--- src/rtl/apb_master_pkg.sv ---
// Shared types and defaults for the APB master bridge and its wait timer.
package apb_master_pkg;

  localparam int ADDR_WIDTH_DEFAULT = 16;
  localparam int DATA_WIDTH_DEFAULT = 32;
  localparam int TIMEOUT_DEFAULT    = 16;

  typedef enum logic [1:0] {
    IDLE   = 2'd0,
    SETUP  = 2'd1,
    ACCESS = 2'd2
  } state_e;

  typedef struct packed {
    logic                          write;
    logic [ADDR_WIDTH_DEFAULT-1:0] addr;
    logic [DATA_WIDTH_DEFAULT-1:0] wdata;
  } apb_cmd_t;

  typedef struct packed {
    logic [DATA_WIDTH_DEFAULT-1:0] rdata;
    logic                          error;
    logic                          timeout;
  } apb_rsp_t;

endpackage

--- src/rtl/apb_wait_timer.sv ---
// Saturating count of ACCESS wait cycles; o_expired flags that the limit was reached.
// A TIMEOUT of 0 disables expiry entirely.
module apb_wait_timer #(
  parameter int TIMEOUT = 16
) (
  input  logic i_clk,
  input  logic i_rst_n,
  input  logic i_clear,
  input  logic i_enable,
  output logic o_expired
);

  localparam int            CW        = (TIMEOUT > 0) ? $clog2(TIMEOUT + 1) : 1;
  localparam int            LIMIT_INT = (TIMEOUT > 0) ? TIMEOUT : 1;
  localparam logic [CW-1:0] LIMIT     = CW'(LIMIT_INT);
  localparam logic [CW-1:0] ONE       = CW'(1);

  logic [CW-1:0] r_count;

  // Wait-cycle counter, cleared on entry to ACCESS and held at the limit.
  always_ff @(posedge i_clk or negedge i_rst_n) begin
    if (!i_rst_n) begin
      r_count <= {CW{1'b0}};
    end else if (i_clear) begin
      r_count <= {CW{1'b0}};
    end else if (i_enable && (r_count != LIMIT)) begin
      r_count <= r_count + ONE;
    end else begin
      r_count <= r_count;
    end
  end

  generate
    if (TIMEOUT > 0) begin : g_expiry
      assign o_expired = (r_count == LIMIT);
    end else begin : g_no_expiry
      assign o_expired = 1'b0;
    end
  endgenerate

endmodule

--- src/rtl/apb_master_bridge.sv ---
// APB3 master bridge: one valid/ready command in, one APB transfer out, one response pulse back.
// PSEL/PENABLE are registered from the next state; a wait timer aborts stalled ACCESS phases.
module apb_master_bridge
  import apb_master_pkg::*;
#(
  parameter int ADDR_WIDTH = ADDR_WIDTH_DEFAULT,
  parameter int DATA_WIDTH = DATA_WIDTH_DEFAULT,
  parameter int TIMEOUT    = TIMEOUT_DEFAULT
) (
  input  logic                  PCLK,
  input  logic                  PRESETn,
  input  logic                  cmd_valid,
  output logic                  cmd_ready,
  input  logic                  cmd_write,
  input  logic [ADDR_WIDTH-1:0] cmd_addr,
  input  logic [DATA_WIDTH-1:0] cmd_wdata,
  output logic                  rsp_valid,
  output logic [DATA_WIDTH-1:0] rsp_rdata,
  output logic                  rsp_error,
  output logic                  rsp_timeout,
  output logic                  PSEL,
  output logic                  PENABLE,
  output logic                  PWRITE,
  output logic [ADDR_WIDTH-1:0] PADDR,
  output logic [DATA_WIDTH-1:0] PWDATA,
  input  logic [DATA_WIDTH-1:0] PRDATA,
  input  logic                  PREADY,
  input  logic                  PSLVERR
);

  state_e                r_state;
  state_e                w_next_state;
  logic                  r_psel;
  logic                  r_penable;
  logic                  r_pwrite;
  logic [ADDR_WIDTH-1:0] r_paddr;
  logic [DATA_WIDTH-1:0] r_pwdata;
  logic                  r_rsp_valid;
  logic [DATA_WIDTH-1:0] r_rsp_rdata;
  logic                  r_rsp_error;
  logic                  r_rsp_timeout;

  logic w_cmd_ready;
  logic w_accept;
  logic w_expired;
  logic w_timer_clear;
  logic w_timer_en;
  logic w_done_ok;
  logic w_done_to;

  // cmd_ready is forced low during reset even though the state already reads IDLE.
  assign w_cmd_ready   = (r_state == IDLE) && PRESETn;
  assign w_accept      = cmd_valid && w_cmd_ready;
  assign w_timer_clear = (r_state == SETUP);
  assign w_timer_en    = (r_state == ACCESS) && !PREADY;
  assign w_done_ok     = (r_state == ACCESS) && PREADY;
  assign w_done_to     = (r_state == ACCESS) && !PREADY && w_expired;

  apb_wait_timer #(
    .TIMEOUT (TIMEOUT)
  ) u_wait_timer (
    .i_clk     (PCLK),
    .i_rst_n   (PRESETn),
    .i_clear   (w_timer_clear),
    .i_enable  (w_timer_en),
    .o_expired (w_expired)
  );

  // Next-state decode; a PREADY in the expiry cycle wins over the timeout.
  always_comb begin
    w_next_state = r_state;
    case (r_state)
      IDLE: begin
        if (w_accept) begin
          w_next_state = SETUP;
        end else begin
          w_next_state = IDLE;
        end
      end
      SETUP: begin
        w_next_state = ACCESS;
      end
      ACCESS: begin
        if (PREADY || w_expired) begin
          w_next_state = IDLE;
        end else begin
          w_next_state = ACCESS;
        end
      end
      default: begin
        w_next_state = IDLE;
      end
    endcase
  end

  // State register plus PSEL/PENABLE, registered from the next state.
  always_ff @(posedge PCLK or negedge PRESETn) begin
    if (!PRESETn) begin
      r_state   <= IDLE;
      r_psel    <= 1'b0;
      r_penable <= 1'b0;
    end else begin
      r_state   <= w_next_state;
      r_psel    <= (w_next_state != IDLE);
      r_penable <= (w_next_state == ACCESS);
    end
  end

  // Command capture; address/data stay put between transfers.
  always_ff @(posedge PCLK or negedge PRESETn) begin
    if (!PRESETn) begin
      r_pwrite <= 1'b0;
      r_paddr  <= {ADDR_WIDTH{1'b0}};
      r_pwdata <= {DATA_WIDTH{1'b0}};
    end else if (w_accept) begin
      r_pwrite <= cmd_write;
      r_paddr  <= cmd_addr;
      r_pwdata <= cmd_wdata;
    end else begin
      r_pwrite <= r_pwrite;
      r_paddr  <= r_paddr;
      r_pwdata <= r_pwdata;
    end
  end

  // Response pulse and fields; fields hold between responses.
  always_ff @(posedge PCLK or negedge PRESETn) begin
    if (!PRESETn) begin
      r_rsp_valid   <= 1'b0;
      r_rsp_rdata   <= {DATA_WIDTH{1'b0}};
      r_rsp_error   <= 1'b0;
      r_rsp_timeout <= 1'b0;
    end else begin
      r_rsp_valid <= w_done_ok || w_done_to;
      if (w_done_ok) begin
        r_rsp_rdata   <= r_pwrite ? {DATA_WIDTH{1'b0}} : PRDATA;
        r_rsp_error   <= PSLVERR;
        r_rsp_timeout <= 1'b0;
      end else if (w_done_to) begin
        r_rsp_rdata   <= {DATA_WIDTH{1'b0}};
        r_rsp_error   <= 1'b1;
        r_rsp_timeout <= 1'b1;
      end else begin
        r_rsp_rdata   <= r_rsp_rdata;
        r_rsp_error   <= r_rsp_error;
        r_rsp_timeout <= r_rsp_timeout;
      end
    end
  end

  assign cmd_ready   = w_cmd_ready;
  assign PSEL        = r_psel;
  assign PENABLE     = r_penable;
  assign PWRITE      = r_pwrite;
  assign PADDR       = r_paddr;
  assign PWDATA      = r_pwdata;
  assign rsp_valid   = r_rsp_valid;
  assign rsp_rdata   = r_rsp_rdata;
  assign rsp_error   = r_rsp_error;
  assign rsp_timeout = r_rsp_timeout;

endmodule

--- config.mk ---
export PLATFORM = sky130hd
export DESIGN_NAME = apb_master_bridge
export DESIGN_NICKNAME = d
export VERILOG_FILES = /design/src/rtl/apb_master_pkg.sv /design/src/rtl/apb_wait_timer.sv /design/src/rtl/apb_master_bridge.sv
export SDC_FILE = /design/constraint.sdc
export NUM_CORES = 1
export LEC_CHECK = 0
export CORE_MARGIN = 2
export CORE_UTILIZATION = 29
export CTS_CLUSTER_SIZE = 40
export DETAILED_ROUTE_END_ITERATION = 7
export GPL_TIMING_DRIVEN = 0
export PLACE_DENSITY = 0.67
export SYNTH_ARGS = -nofsm -noshare
export SYNTH_HDL_FRONTEND = slang
export SYNTH_SLANG_ARGS = --single-unit
--- constraint.sdc ---
create_clock -name PCLK -period 3.26 [get_ports PCLK]
set_clock_uncertainty 0.05 [all_clocks]
set_input_delay 0.326 -clock PCLK [delete_from_list [all_inputs] [get_ports PCLK]]
set_output_delay 0.326 -clock PCLK [all_outputs]
set_load 0.05 [all_outputs]
-- Word-level counts from Yosys, hierarchy flattened
Cells that the tools add are included.
- memory bits (read-only): 0
- logic and storage cells: 41
- flip-flop bits (word level): 93
- RAM bits: 0
- latch bits: 0
- output and inout bits: 87
- memories kept: 0
- input bits: 86
- equality and inequality tests: 5
- multiply operators: 0
- shift operators: 0
- muxes and demuxes: 11
- $add $sub $neg: 1
- divide/modulo/power cells: 0
- order comparisons: 0
- bitwise gates (word level): 0
- reductions and logical operators: 13
- operators with widths (operator ; count):
    2-to-1 mux 32 bit ; 3
    2-to-1 mux 5 bit ; 2
    logical AND 1 bit ; 6
    one-hot mux 2 bit (3 select lines) ; 1
    nonzero test 2 bit ; 3
    adder 5 x 1 -> 5 bit (second input constant) ; 1
    equality test 5 bit (second input constant) ; 1
    != test 5 bit (second input constant) ; 1
    equality test 2 bit (second input constant) ; 2
    2-to-1 mux 1 bit ; 4
    equality test 2 x 1 -> 1 bit (second input constant) ; 1
    zero test 2 bit ; 1
    logical OR 1 bit ; 2
    2-to-1 mux 2 bit ; 1
    zero test 1 bit ; 1

-- Depth between registers and ports, before layout
Gate-level depths: netlist of run 1.
- depth in word-level cells: 6
- mapped depth: 7
- depth with buffers taken out: 6

-- By module
From an unflattened synthesis of run 1, not the netlist that was laid out.
- cells, all modules: 225
- area, all modules: 3762.4 µm²
- by module, submodules not included (module ; area an instance (µm²) ; cells an instance ; sequential area each (µm²) ; times used):
    apb_master_bridge ; 3482.1 ; 198 ; 2202.1 ; 1
    apb_wait_timer ; 280.3 ; 27 ; 125.1 ; 1

-- Least setup slack after synthesis of run 1
Ideal clock, no wire load.
- kind: reg2reg
- start point: register r_state[0]
- end point: register r_paddr[0], in the netlist PADDR[0]
- clock period less this slack: 2.099 ns
- setup time: 0.127 ns
- required time: 3.083 ns
- slack: 1.161 ns
- arrival time: 1.922 ns
- stages on the path, launching flop included: 6
- buffers on the path: 2
- cells stage by stage: dfrtp_1 > nor3b_2 > and2_1 > buf_4 > buf_6 > mux2_1
- cells in the longest elaborated chain, start to end: 3
- ends and longest elaborated chain (item ; RTL line ; text):
    start, declared ; apb_master_bridge.sv:31 ; state_e r_state;
    start signal, assigned ; apb_master_bridge.sv:103 ; r_state <= w_next_state;
    zero test 2 bit ; apb_master_bridge.sv:52 ; assign w_cmd_ready = (r_state == IDLE) && PRESETn;
    logical AND 1 bit ; apb_master_bridge.sv:52 ;
    net cmd_ready ; apb_master_bridge.sv:13 ; output logic cmd_ready,
    logical AND 1 bit ; apb_master_bridge.sv:53 ; assign w_accept = cmd_valid && w_cmd_ready;
    end signal, assigned ; apb_master_bridge.sv:113 ; r_paddr <= {ADDR_WIDTH{1'b0}};
    end signal, assigned ; apb_master_bridge.sv:117 ; r_paddr <= cmd_addr;
    end signal, assigned ; apb_master_bridge.sv:121 ; r_paddr <= r_paddr;
    end, declared ; apb_master_bridge.sv:36 ; logic [ADDR_WIDTH-1:0] r_paddr;
The timed path passes the listed nets, and every way through them passes these cells.
A chain may end at the register's enable or synchronous reset.

-- Worst setup path after layout of run 1
- start point: input PRESETn
- end point: output cmd_ready
- cells in the longest elaborated chain, start to end: 1
- ends and longest elaborated chain (item ; RTL line ; text):
    start, declared ; apb_master_bridge.sv:11 ; input logic PRESETn,
    logical AND 1 bit ; apb_master_bridge.sv:52 ;
    end, declared ; apb_master_bridge.sv:13 ;
Every way passes these cells.

==> results of run 1 <==
[layer usage]
metal  up-vias  GRT usage
li1       1233          -
met1      1338      0.172
met4         0     0.0643
met2       116      0.230
met3        13     0.0492
met5         -          0
[worst paths after layout]
path                                  to  slack (ns)                     from
setup / recovery               cmd_ready        0.38                  PRESETn
hold / removal                PWDATA[22]        0.43               PWDATA[22]
setup reg to reg           rsp_rdata[14]        1.48  u_wait_timer.r_count[0]
hold reg to reg               PWDATA[22]        0.43               PWDATA[22]
max in group asynchronous     PWDATA[29]        2.03                  PRESETn
min in group asynchronous     PWDATA[18]        0.49                  PRESETn
[kinds of logic (layout without fill, tap and decap cells)]
| group | Yosys count | in the layout | synth area share |
|---|---|---|---|
| multiplexers | 49 | 49 | 0.152 |
| AO/OA/AOI/OAI | 50 | 50 | 0.120 |
| AND/OR/NAND/NOR | 20 | 20 | 0.0376 |
| adder cells (fa/ha/maj) | 2 | 2 | 0.00689 |
| buffers and inverters | 20 | 210 | 0.0421 |
| flip-flops | 93 | 93 | 0.641 |
[flip-flops by register name, summed over array words and instances (netlist names)]
register / count
rsp_timeout: 1
r_state: 2
u_wait_timer.r_count: 5
PWDATA: 32
PSEL: 1
PENABLE: 1
rsp_valid: 1
rsp_error: 1
PADDR: 16
PWRITE: 1
rsp_rdata: 32
[power breakdown]
part	switching, mW	total, mW	internal, mW
clock network	0.430	1.02	0.593
registers	0.186	1.68	1.49
logic	1.54	2.44	0.892
[cell usage in the layout, fill, tap and decap left out, drive strengths merged]
cell,instances
o22a,1
nor2b,2
a32o,2
nor2,3
buf,17
inv,5
o211ai,1
and4bb,1
mux2,49
clkinv,3
and2,3
dlygate4sd3,1
nand2b,2
a22o,34
or3b,1
nand3b,1
o31ai,2
a41o,2
clkbuf,10
nor3b,1
or2,1
clkdlybuf4s50,171
ha,2
o21ai,2
or4b,1
a21bo,1
nand4,2
nand2,1
or3,1
clkinvlp,2
dfrtp,93
o21a,1
a21oi,2
bufinv,1
o22ai,2
[cells in the mapped netlist]
library cell               number  area [µm²]
sky130_fd_sc_hd__nand2b_1       2        12.5
sky130_fd_sc_hd__or4b_1         1        10.0
sky130_fd_sc_hd__and2_2         1        7.51
sky130_fd_sc_hd__dfrtp_1       93        2330
sky130_fd_sc_hd__buf_6          9         101
sky130_fd_sc_hd__a22o_1        34         298
sky130_fd_sc_hd__or3_1          1        6.26
sky130_fd_sc_hd__o211ai_1       1        7.51
sky130_fd_sc_hd__nand3b_1       1        7.51
sky130_fd_sc_hd__inv_1          4        15.0
sky130_fd_sc_hd__o22ai_1        2        12.5
sky130_fd_sc_hd__o21ai_1        1        5.00
sky130_fd_sc_hd__a41o_2         1        11.3
sky130_fd_sc_hd__o21ai_4        1        16.3
sky130_fd_sc_hd__mux2_2         1        11.3
sky130_fd_sc_hd__ha_1           2        25.0
sky130_fd_sc_hd__and2_1         2        12.5
sky130_fd_sc_hd__nand2_1        1        3.75
sky130_fd_sc_hd__inv_2          1        3.75
sky130_fd_sc_hd__mux2_1        48         541
sky130_fd_sc_hd__nor2_1         3        11.3
sky130_fd_sc_hd__nand4_1        2        12.5
sky130_fd_sc_hd__a32o_1         2        20.0
sky130_fd_sc_hd__nor2b_1        2        12.5
sky130_fd_sc_hd__buf_4          1        7.51
sky130_fd_sc_hd__o31ai_2        1        12.5
sky130_fd_sc_hd__or3b_1         1        8.76
sky130_fd_sc_hd__nor3b_2        1        12.5
sky130_fd_sc_hd__or2_1          1        6.26
sky130_fd_sc_hd__a41o_1         1        10.0
sky130_fd_sc_hd__o31ai_1        1        7.51
sky130_fd_sc_hd__o22a_1         1        8.76
sky130_fd_sc_hd__a21bo_1        1        10.0
sky130_fd_sc_hd__buf_2          5        25.0
sky130_fd_sc_hd__o21a_1         1        7.51
sky130_fd_sc_hd__and4bb_1       1        12.5
sky130_fd_sc_hd__a21oi_1        2        10.0
[cell type report]
| class | instances | share of cell area |
|---|---|---|
| well taps | 168 | 0.0357 |
| inverters | 5 | 0.00319 |
| flip-flops and latches | 93 | 0.395 |
| multi-input cells | 121 | 0.195 |
| clock buffers | 10 | 0.0389 |
| plain buffers | 15 | 0.0227 |
| clock inverters | 6 | 0.0108 |
| repair buffers | 174 | 0.298 |
[worst max-delay path: cells and delay by family]
family / cells / cell delay, ns
buf+inv: 3 / 1.87
simple gates: 1 / 0.29
[metrics by stage]
| step | util | TNS (ns) | hold WS (ns) | worst slack [ns] | cell area, µm² |
|---|---|---|---|---|---|
| after floorplan | - | 0 | -0.0196 | 1.16 | 3630 |
| after global placement | 0.459 | -272.34 | 0.416 | -2.48 | 5560 |
| after detailed placement | 0.461 | 0 | 0.341 | 0.860 | 5590 |
| after CTS | 0.486 | 0 | 0.438 | 0.308 | 5890 |
| after global routing | 0.486 | 0 | 0.444 | 0.198 | 5890 |
| final | 0.486 | 0 | 0.433 | 0.382 | 5890 |
==> flow_summary.yaml, run 1 <==
synthesis:
  synth_cell_types: 37
  flip_flop_and_latch_count_after_synthesis: 93
  syn-mean-instance-area_um2: 15.5
  post_synth_instance_area_mm2: 0.00363
  synth_warnings: 0
  synth.net_count: 322
  post_synth_inst_count: 234
  sequential_cell_area_fraction_in_the_yosys_report: 0.641
detailed_routing:
  detailroute.via_count: 2700
  ant_nets: 0
  drt_wl_total_mm: 9.29
  routedWlPerCell_um: 15.7
  detail_route.first_pass.iterations: 4
  drt_drc_violations_left: 0
  met1Wirelength_mm: 3.96
  maxUsedRoutingLayer: "met4"
  dr_wl_met2_mm: 4.37
  dr.first_iter.drc_count: 76
  detail_route.vias_per_cell: 4.56
  met3RoutedLength_um: 791
final_layout:
  nFillCells: 1132
  finish.cell_count_without_fillers: 592
  multi_input_comb_area_mm2: 0.00115
  nets: 507
  area_growth_syn_to_layout_pct: 62.3
  regArea_mm2: 0.00233
  post_route_cells_drive_above_1_share: 0.0920
  antenna_cells_inserted: 0
grt:
  grt_max_degree: 49
  first_global_vias: 2880
  gr-usage-all-layers: 0.142
  grt_overflow_total: 0
  grt_antenna_before_repair: 0
  grt_pass1_wl_mm: 14.6
cts:
  cts_made_buffers: 9
  cts_hold_buf: 1
  cts.sinks: 93
  clockBufferDepth: 2
  post_cts_resized: 0
  tritoncts: "yes"
  h_tree_levels: 3
  post-cts-setup-buffer-count: 0
  clk_transition_reported_paths_ns: 0.06
  cts.root.buffer_cell: "sky130_fd_sc_hd__clkbuf_16"
  clkLatencyLatePin_ns: 0.34
floorplan:
  starting_density: 0.300
  fp.coreArea_mm2: 0.0121
  die_wd_um: 116
  rows: 40
  die_outline_area_mm2: 0.0134
  die_height_um: 116
  top_level_ports: 173
critical_path:
  worst_path_max_delay_cell: "sky130_fd_sc_hd__clkdlybuf4s50_1"
  timing.critical_path.required_ns: 2.88
  cp-start-kind: "input port"
  critical_path.endpoint_type: "output port"
  critical_path.cell_chain: "dlygate4sd3_1 > buf_4 > nor3b_2 > clkdlybuf4s50_1"
  cp.arrival_ns: 2.50
  ff2ff_path_depth: 7
  critical-path-max-stage-delay_ns: 0.84
  critical_path.max_fanout: 48
  crit_path_kind: "input port to output port"
placement:
  place_congestion: 0.766
  io_buffer_count: 172
  dp_hpwl_mm: 6.94
  place.detailed.instances: 575
flow_run:
  cap_viol_max_count: 0
power:
  max-vdd-ir-drop_v: 0.000416
  design_power_total_mw: 5.14
  power.leakage_nw: 2.50
  powerDensity_mw_per_mm2: 873
timing:
  slew_violations: 0
  relative_slew_slack: 0.584
  final_setup_violation_count: 0
  grt_setup_unrepaired: "false"
  timing.final.crit_period_ns: 2.88
  fin_crit_sh: 0.883
  achievable-frequency_mhz: 347
  final_hold_viol_count: 0
  worst_pin_slew_ns: 0.624
hold_path:
  worstHoldPathType: "flip-flop to flip-flop"
  timing.hold.worst_path_depth: 1
outcome:
  status: "complete, no violations"
Power figures use the tool's default switching activity.
==> run 2, diff against run 1 <==
--- a/config.mk
+++ b/config.mk
@@ -6,11 +6,13 @@
 export NUM_CORES = 1
 export LEC_CHECK = 0
 export CORE_MARGIN = 2
-export CORE_UTILIZATION = 29
+export CORE_UTILIZATION = 44
 export CTS_CLUSTER_SIZE = 40
 export DETAILED_ROUTE_END_ITERATION = 7
 export GPL_TIMING_DRIVEN = 0
-export PLACE_DENSITY = 0.67
+export HOLD_SLACK_MARGIN = 0.03
+export PLACE_DENSITY = 0.93
 export SYNTH_ARGS = -nofsm -noshare
 export SYNTH_HDL_FRONTEND = slang
 export SYNTH_SLANG_ARGS = --single-unit
+export TNS_END_PERCENT = 1
==> run 2 against run 1 <==
First-iteration DRC count is 33% lower; critical path depth is 1 higher; worst setup slack worse by 0.13 ns; via count is 2.4% lower; non-clock buffer count stayed put; highest routed layer unchanged; hold slack worse by 0.089 ns; cell count is 11% lower; maximum frequency is 4.4% lower; sequential cell count stayed put.
==> flow_summary.yaml, run 2 (same netlist as run 1, synthesis figures left out) <==
critical_path:
  crit_path_kind: "input port to output port"
  reg2reg_setup_slack_ns: 1.46
  critical_path.cell_chain: "dlygate4sd3_1 > buf_4 > buf_16 > nor3b_2 > clkdlybuf4s50_1"
  critical-path-top-delay-family: "buffers and inverters"
  worstPathBufferInverterCount: 4
  critical_path.endpoint_type: "output port"
  cp.arrival_ns: 2.63
  ff2ff_path_depth: 7
  critPathCapture: "cmd_ready"
  critical-path-max-stage-delay_ns: 0.84
  r2r-end: "rsp_rdata[16]"
  r2r_start: "u_wait_timer.r_count[0]"
  timing.critical_path.required_ns: 2.88
  worst-path-stages: 5
  timing.critical_path.from: "PRESETn"
  cp-start-kind: "input port"
  worst_path_max_delay_cell: "sky130_fd_sc_hd__clkdlybuf4s50_1"
  critical_path.max_fanout: 75
cts:
  h_tree_levels: 3
  clkLatencyLatePin_ns: 0.35
  clockBufferDepth: 2
  cts_made_buffers: 9
  post_cts_resized: 0
  cts_hold_buf: 1
  cts.root.buffer_cell: "sky130_fd_sc_hd__clkbuf_8"
  cts.sinks: 93
  tritoncts: "yes"
  post-cts-setup-buffer-count: 0
  clk_transition_reported_paths_ns: 0.09
final_layout:
  layout.cells.most_common: "sky130_fd_sc_hd__clkdlybuf4s50_1"
  nFillCells: 570
  nets: 507
  finish.cell_count_without_fillers: 527
  antenna_cells_inserted: 0
  area_growth_syn_to_layout_pct: 58.1
  regArea_mm2: 0.00233
  multi_input_comb_area_mm2: 0.00115
  final_cell_mix: "171 x sky130_fd_sc_hd__clkdlybuf4s50_1, 93 x sky130_fd_sc_hd__dfrtp_1, 48 x sky130_fd_sc_hd__mux2_1, 34 x sky130_fd_sc_hd__a22o_1, 11 x sky130_fd_sc_hd__clkbuf_8"
  postLayoutCoreUtil: 0.709
  post_route_cells_drive_above_1_share: 0.0900
detailed_routing:
  drt_drc_violations_left: 0
  detailroute.via_count: 2636
  dr.first_iter.drc_count: 51
  detail_route.first_pass.iterations: 4
  detail_route.vias_per_cell: 5.00
  drt_wl_total_mm: 8.89
  ant_nets: 0
  routedWlPerCell_um: 16.9
power:
  powerDensity_mw_per_mm2: 867
  max-vdd-ir-drop_v: 0.000471
  design_power_total_mw: 4.97
  power.leakage_nw: 2.47
grt:
  grt_max_degree: 76
  first_global_vias: 2872
  gr-usage-all-layers: 0.203
  grt_pass1_wl_mm: 14.0
  grt_overflow_total: 0
  grt_antenna_before_repair: 0
placement:
  io_buffer_count: 172
  preCtsSetupSlack_ns: 0.780
  dp_hpwl_mm: 6.86
  place_congestion: 0.836
  place.detailed.instances: 512
floorplan:
  die_height_um: 94.8
  starting_density: 0.449
  rows: 33
  die_outline_area_mm2: 0.00899
  fp.coreArea_mm2: 0.00809
  top_level_ports: 173
  die_wd_um: 94.8
outcome:
  status: "complete, no violations"
timing:
  postLayoutSetupSlackWorst_ns: 0.251
  achievable-frequency_mhz: 332
  final_setup_violation_count: 0
  grt_setup_unrepaired: "false"
  relative_slew_slack: 0.641
  fin_crit_sh: 0.923
  timing.final.crit_period_ns: 3.01
  final_hold_viol_count: 0
  worst_pin_slew_ns: 0.536
  slew_violations: 0
flow_run:
  cap_viol_max_count: 0
hold_path:
  worstHoldPathType: "input port to asynchronous set/reset pin"
[run 2: layout make-up]
type	count	share of cell area
timing repair buffer	174	0.306
sequential	93	0.406
buffer	15	0.0233
multi-input combinational	121	0.200
clock inverter	3	0.0120
tap	105	0.0229
inverter	5	0.00327
clock buffer	11	0.0264
[run 2: report_power, final]
part           switching [mW]  total, mW  leakage, nW  internal (mW)
clock network           0.383      0.852        0.112          0.469
logic                    1.55       2.44         1.21          0.893
registers               0.192       1.68         1.15           1.49
total                    2.12       4.97         2.47           2.85
[run 2: worst reg2reg max path, delay by kind of cell (launching register included)]
kind	cells	cell delay, ns
flip-flops	1	0.44
AO/OA/AOI/OAI	2	0.41
AND/OR/NAND/NOR	1	0.21
buffers and inverters	3	0.42
adder cells (fa/ha/maj)	1	0.20
[run 2: how the worst min path moves through the flow]
stage	to	slack (ns)
global route	PWDATA[26]	0.36
finish	PADDR[11]	0.34
detailed placement	PWDATA[21]	0.18
global placement	PWDATA[3]	0.42
CTS	PWDATA[21]	0.33
floorplan	PADDR[0]	-0.02
[run 2: metrics by stage]
step | hold slack (ns) | area [µm²] | setup TNS, ns
floorplan | -0.0196 | 3630 | 0
CTS | 0.335 | 5740 | 0
global route | 0.360 | 5740 | 0
global placement | 0.415 | 5480 | -242.45
finish | 0.344 | 5740 | 0
detailed placement | 0.182 | 5510 | 0
[run 2: routing by layer]
metal | vias to the layer above | track usage | wire, µm
li1 | 1234 | - | -
met1 | 1279 | 0.239 | 3440
met2 | 108 | 0.345 | 4490
met3 | 15 | 0.0638 | 792
met4 | 0 | 0.0809 | 165
met5 | - | 0 | 0
==> run 3, diff against run 2 <==
--- a/config.mk
+++ b/config.mk
@@ -12,6 +12,7 @@
 export GPL_TIMING_DRIVEN = 0
 export HOLD_SLACK_MARGIN = 0.03
 export PLACE_DENSITY = 0.93
+export RECOVER_POWER = 100
 export SYNTH_ARGS = -nofsm -noshare
 export SYNTH_HDL_FRONTEND = slang
 export SYNTH_SLANG_ARGS = --single-unit
==> run 3 against run 2 <==
Via count rose by 0.76%; register-to-register slack got worse by 0.74 ns; hold slack improved by 0.0023 ns; count of clock-buffer cells in the layout did not move; design area fell by 1.4%; sequential cell count did not move; critical path type unchanged; utilization fell by 1.0 points; non-clock buffer count did not move; sequential share of layout area rose by 0.59 points; clock power fell by 0.7%.
==> flow_summary.yaml, run 3 (same netlist as run 1, synthesis figures left out) <==
timing:
  tns_ns: 0
  timing.final.crit_period_ns: 3.00
  worst_pin_slew_ns: 0.777
  achievable-frequency_mhz: 333
  final_hold_viol_count: 0
  slew_violations: 0
  relative_slew_slack: 0.477
  grt_setup_unrepaired: "false"
  fin_crit_sh: 0.920
  final_setup_violation_count: 0
placement:
  place.detailed.instances: 512
  dp_hpwl_mm: 6.86
  io_buffer_count: 172
  place_congestion: 0.836
  placedInstanceArea_mm2: 0.00551
floorplan:
  fp.coreArea_mm2: 0.00809
  die_height_um: 94.8
  die_wd_um: 94.8
  die_outline_area_mm2: 0.00899
  rows: 33
  starting_density: 0.449
  top_level_ports: 173
final_layout:
  finish.cell_count_without_fillers: 527
  layout.cell_area.non_filler_mm2: 0.00566
  nets: 507
  nFillCells: 590
  layout.cells.most_common: "sky130_fd_sc_hd__dfrtp_1"
  postLayoutCoreUtil: 0.699
  multi_input_comb_area_mm2: 0.00113
  post_route_cells_drive_above_1_share: 0.0687
  antenna_cells_inserted: 0
  regArea_mm2: 0.00233
  final_cell_mix: "93 x sky130_fd_sc_hd__dfrtp_1, 88 x sky130_fd_sc_hd__dlygate4sd3_1, 84 x sky130_fd_sc_hd__clkdlybuf4s50_1, 48 x sky130_fd_sc_hd__mux2_1, 34 x sky130_fd_sc_hd__a22o_1"
  area_growth_syn_to_layout_pct: 55.8
cts:
  cts_made_buffers: 9
  clk_transition_reported_paths_ns: 0.09
  h_tree_levels: 3
  post_cts_resized: 0
  cts.sinks: 93
  tritoncts: "yes"
  clkLatencyLatePin_ns: 0.34
  clockBufferDepth: 2
  cts.root.buffer_cell: "sky130_fd_sc_hd__clkbuf_8"
outcome:
  status: "complete, no violations"
grt:
  grt_antenna_before_repair: 0
  gr-usage-all-layers: 0.203
  grt_max_degree: 76
  grt_overflow_total: 0
  grt_pass1_wl_mm: 14.0
  first_global_vias: 2872
detailed_routing:
  dr.first_iter.drc_count: 62
  detail_route.vias_per_cell: 5.04
  detail_route.first_pass.iterations: 4
  drt_drc_violations_left: 0
  drt_wl_total_mm: 8.85
  ant_nets: 0
  detailroute.via_count: 2656
  routedWlPerCell_um: 16.8
critical_path:
  timing.critical_path.required_ns: 2.88
  cp-start-kind: "input port"
  critical_path.endpoint_type: "output port"
  crit_path_kind: "input port to output port"
  cp.arrival_ns: 2.62
  critical_path.max_fanout: 75
power:
  max-vdd-ir-drop_v: 0.000464
  power.leakage_nw: 2.52
  powerDensity_mw_per_mm2: 852
hold_path:
  worstHoldPathType: "input port to asynchronous set/reset pin"
flow_run:
  cap_viol_max_count: 0
-- run 3: cell count changes in the layout (fill, tap and decap cells not counted), sizes merged --
cell | previous run | this run
clkinv | 0 | 1
clkdlybuf4s50 | 171 | 84
inv | 6 | 5
clkbuf | 11 | 21
dlygate4sd3 | 1 | 88
buf | 17 | 7
-- run 3: layout make-up --
type | count | share of cell area
clock buffers | 11 | 0.0268
plain buffers | 15 | 0.0119
inverters | 5 | 0.00332
flip-flops and latches | 93 | 0.412
multi-input cells | 121 | 0.200
clock inverters | 3 | 0.0122
well taps | 105 | 0.0232
repair buffers | 174 | 0.311
-- run 3: routing by layer --
| metal | vias up | wire length (µm) | GRT usage |
|---|---|---|---|
| met5 | - | 0 | 0 |
| met2 | 119 | 4530 | 0.345 |
| met3 | 14 | 834 | 0.0638 |
| li1 | 1234 | - | - |
| met4 | 0 | 145 | 0.0809 |
| met1 | 1289 | 3340 | 0.239 |
-- run 3: where the power goes --
part	internal [mW]	leakage (nW)	switching (mW)
combinational	0.761	1.26	1.54
sequential	1.49	1.15	0.178
clock	0.469	0.112	0.377
total	2.72	2.52	2.10
-- run 3: worst max-delay path, cell delays in order --
cell	delay [ns]
sky130_fd_sc_hd__dlygate4sd3_1	0.53
sky130_fd_sc_hd__buf_4	0.28
sky130_fd_sc_hd__buf_16	0.34
sky130_fd_sc_hd__nor3b_2	0.25
sky130_fd_sc_hd__clkdlybuf4s50_1	0.83
-- run 3: path summary, 6_finish.rpt --
check | cells after the start | start | slack [ns] | endpoint
worst max-delay path | 5 | PRESETn | 0.26 | cmd_ready
worst min register to register | 1 | PADDR[12] | 0.43 | PADDR[12]
worst min-delay path | 2 | PRESETn | 0.35 | PADDR[11]
max in group asynchronous | 3 | PRESETn | 2.15 | PWDATA[2]
min in group PCLK | 1 | PADDR[12] | 0.43 | PADDR[12]
worst max register to register | 7 | u_wait_timer.r_count[0] | 0.72 | rsp_rdata[16]
-- run 3: per-stage QoR --
step | power (mW) | setup WS [ns] | hold WS [ns]
after floorplan | 3.21 | 1.16 | -0.0196
after global placement | 4.09 | -2.31 | 0.415
after detailed placement | 4.16 | 0.780 | 0.182
after CTS | 5.02 | 0.225 | 0.335
after global routing | 5.04 | 0.0307 | 0.360
final | 4.82 | 0.261 | 0.346
-- run 3: what timing repair did --
action / 4_1_cts / 5_1_grt
setup buffers: 0 / 0
endpoints found under the hold margin: 19 / 0
hold buffers: 1 / 0
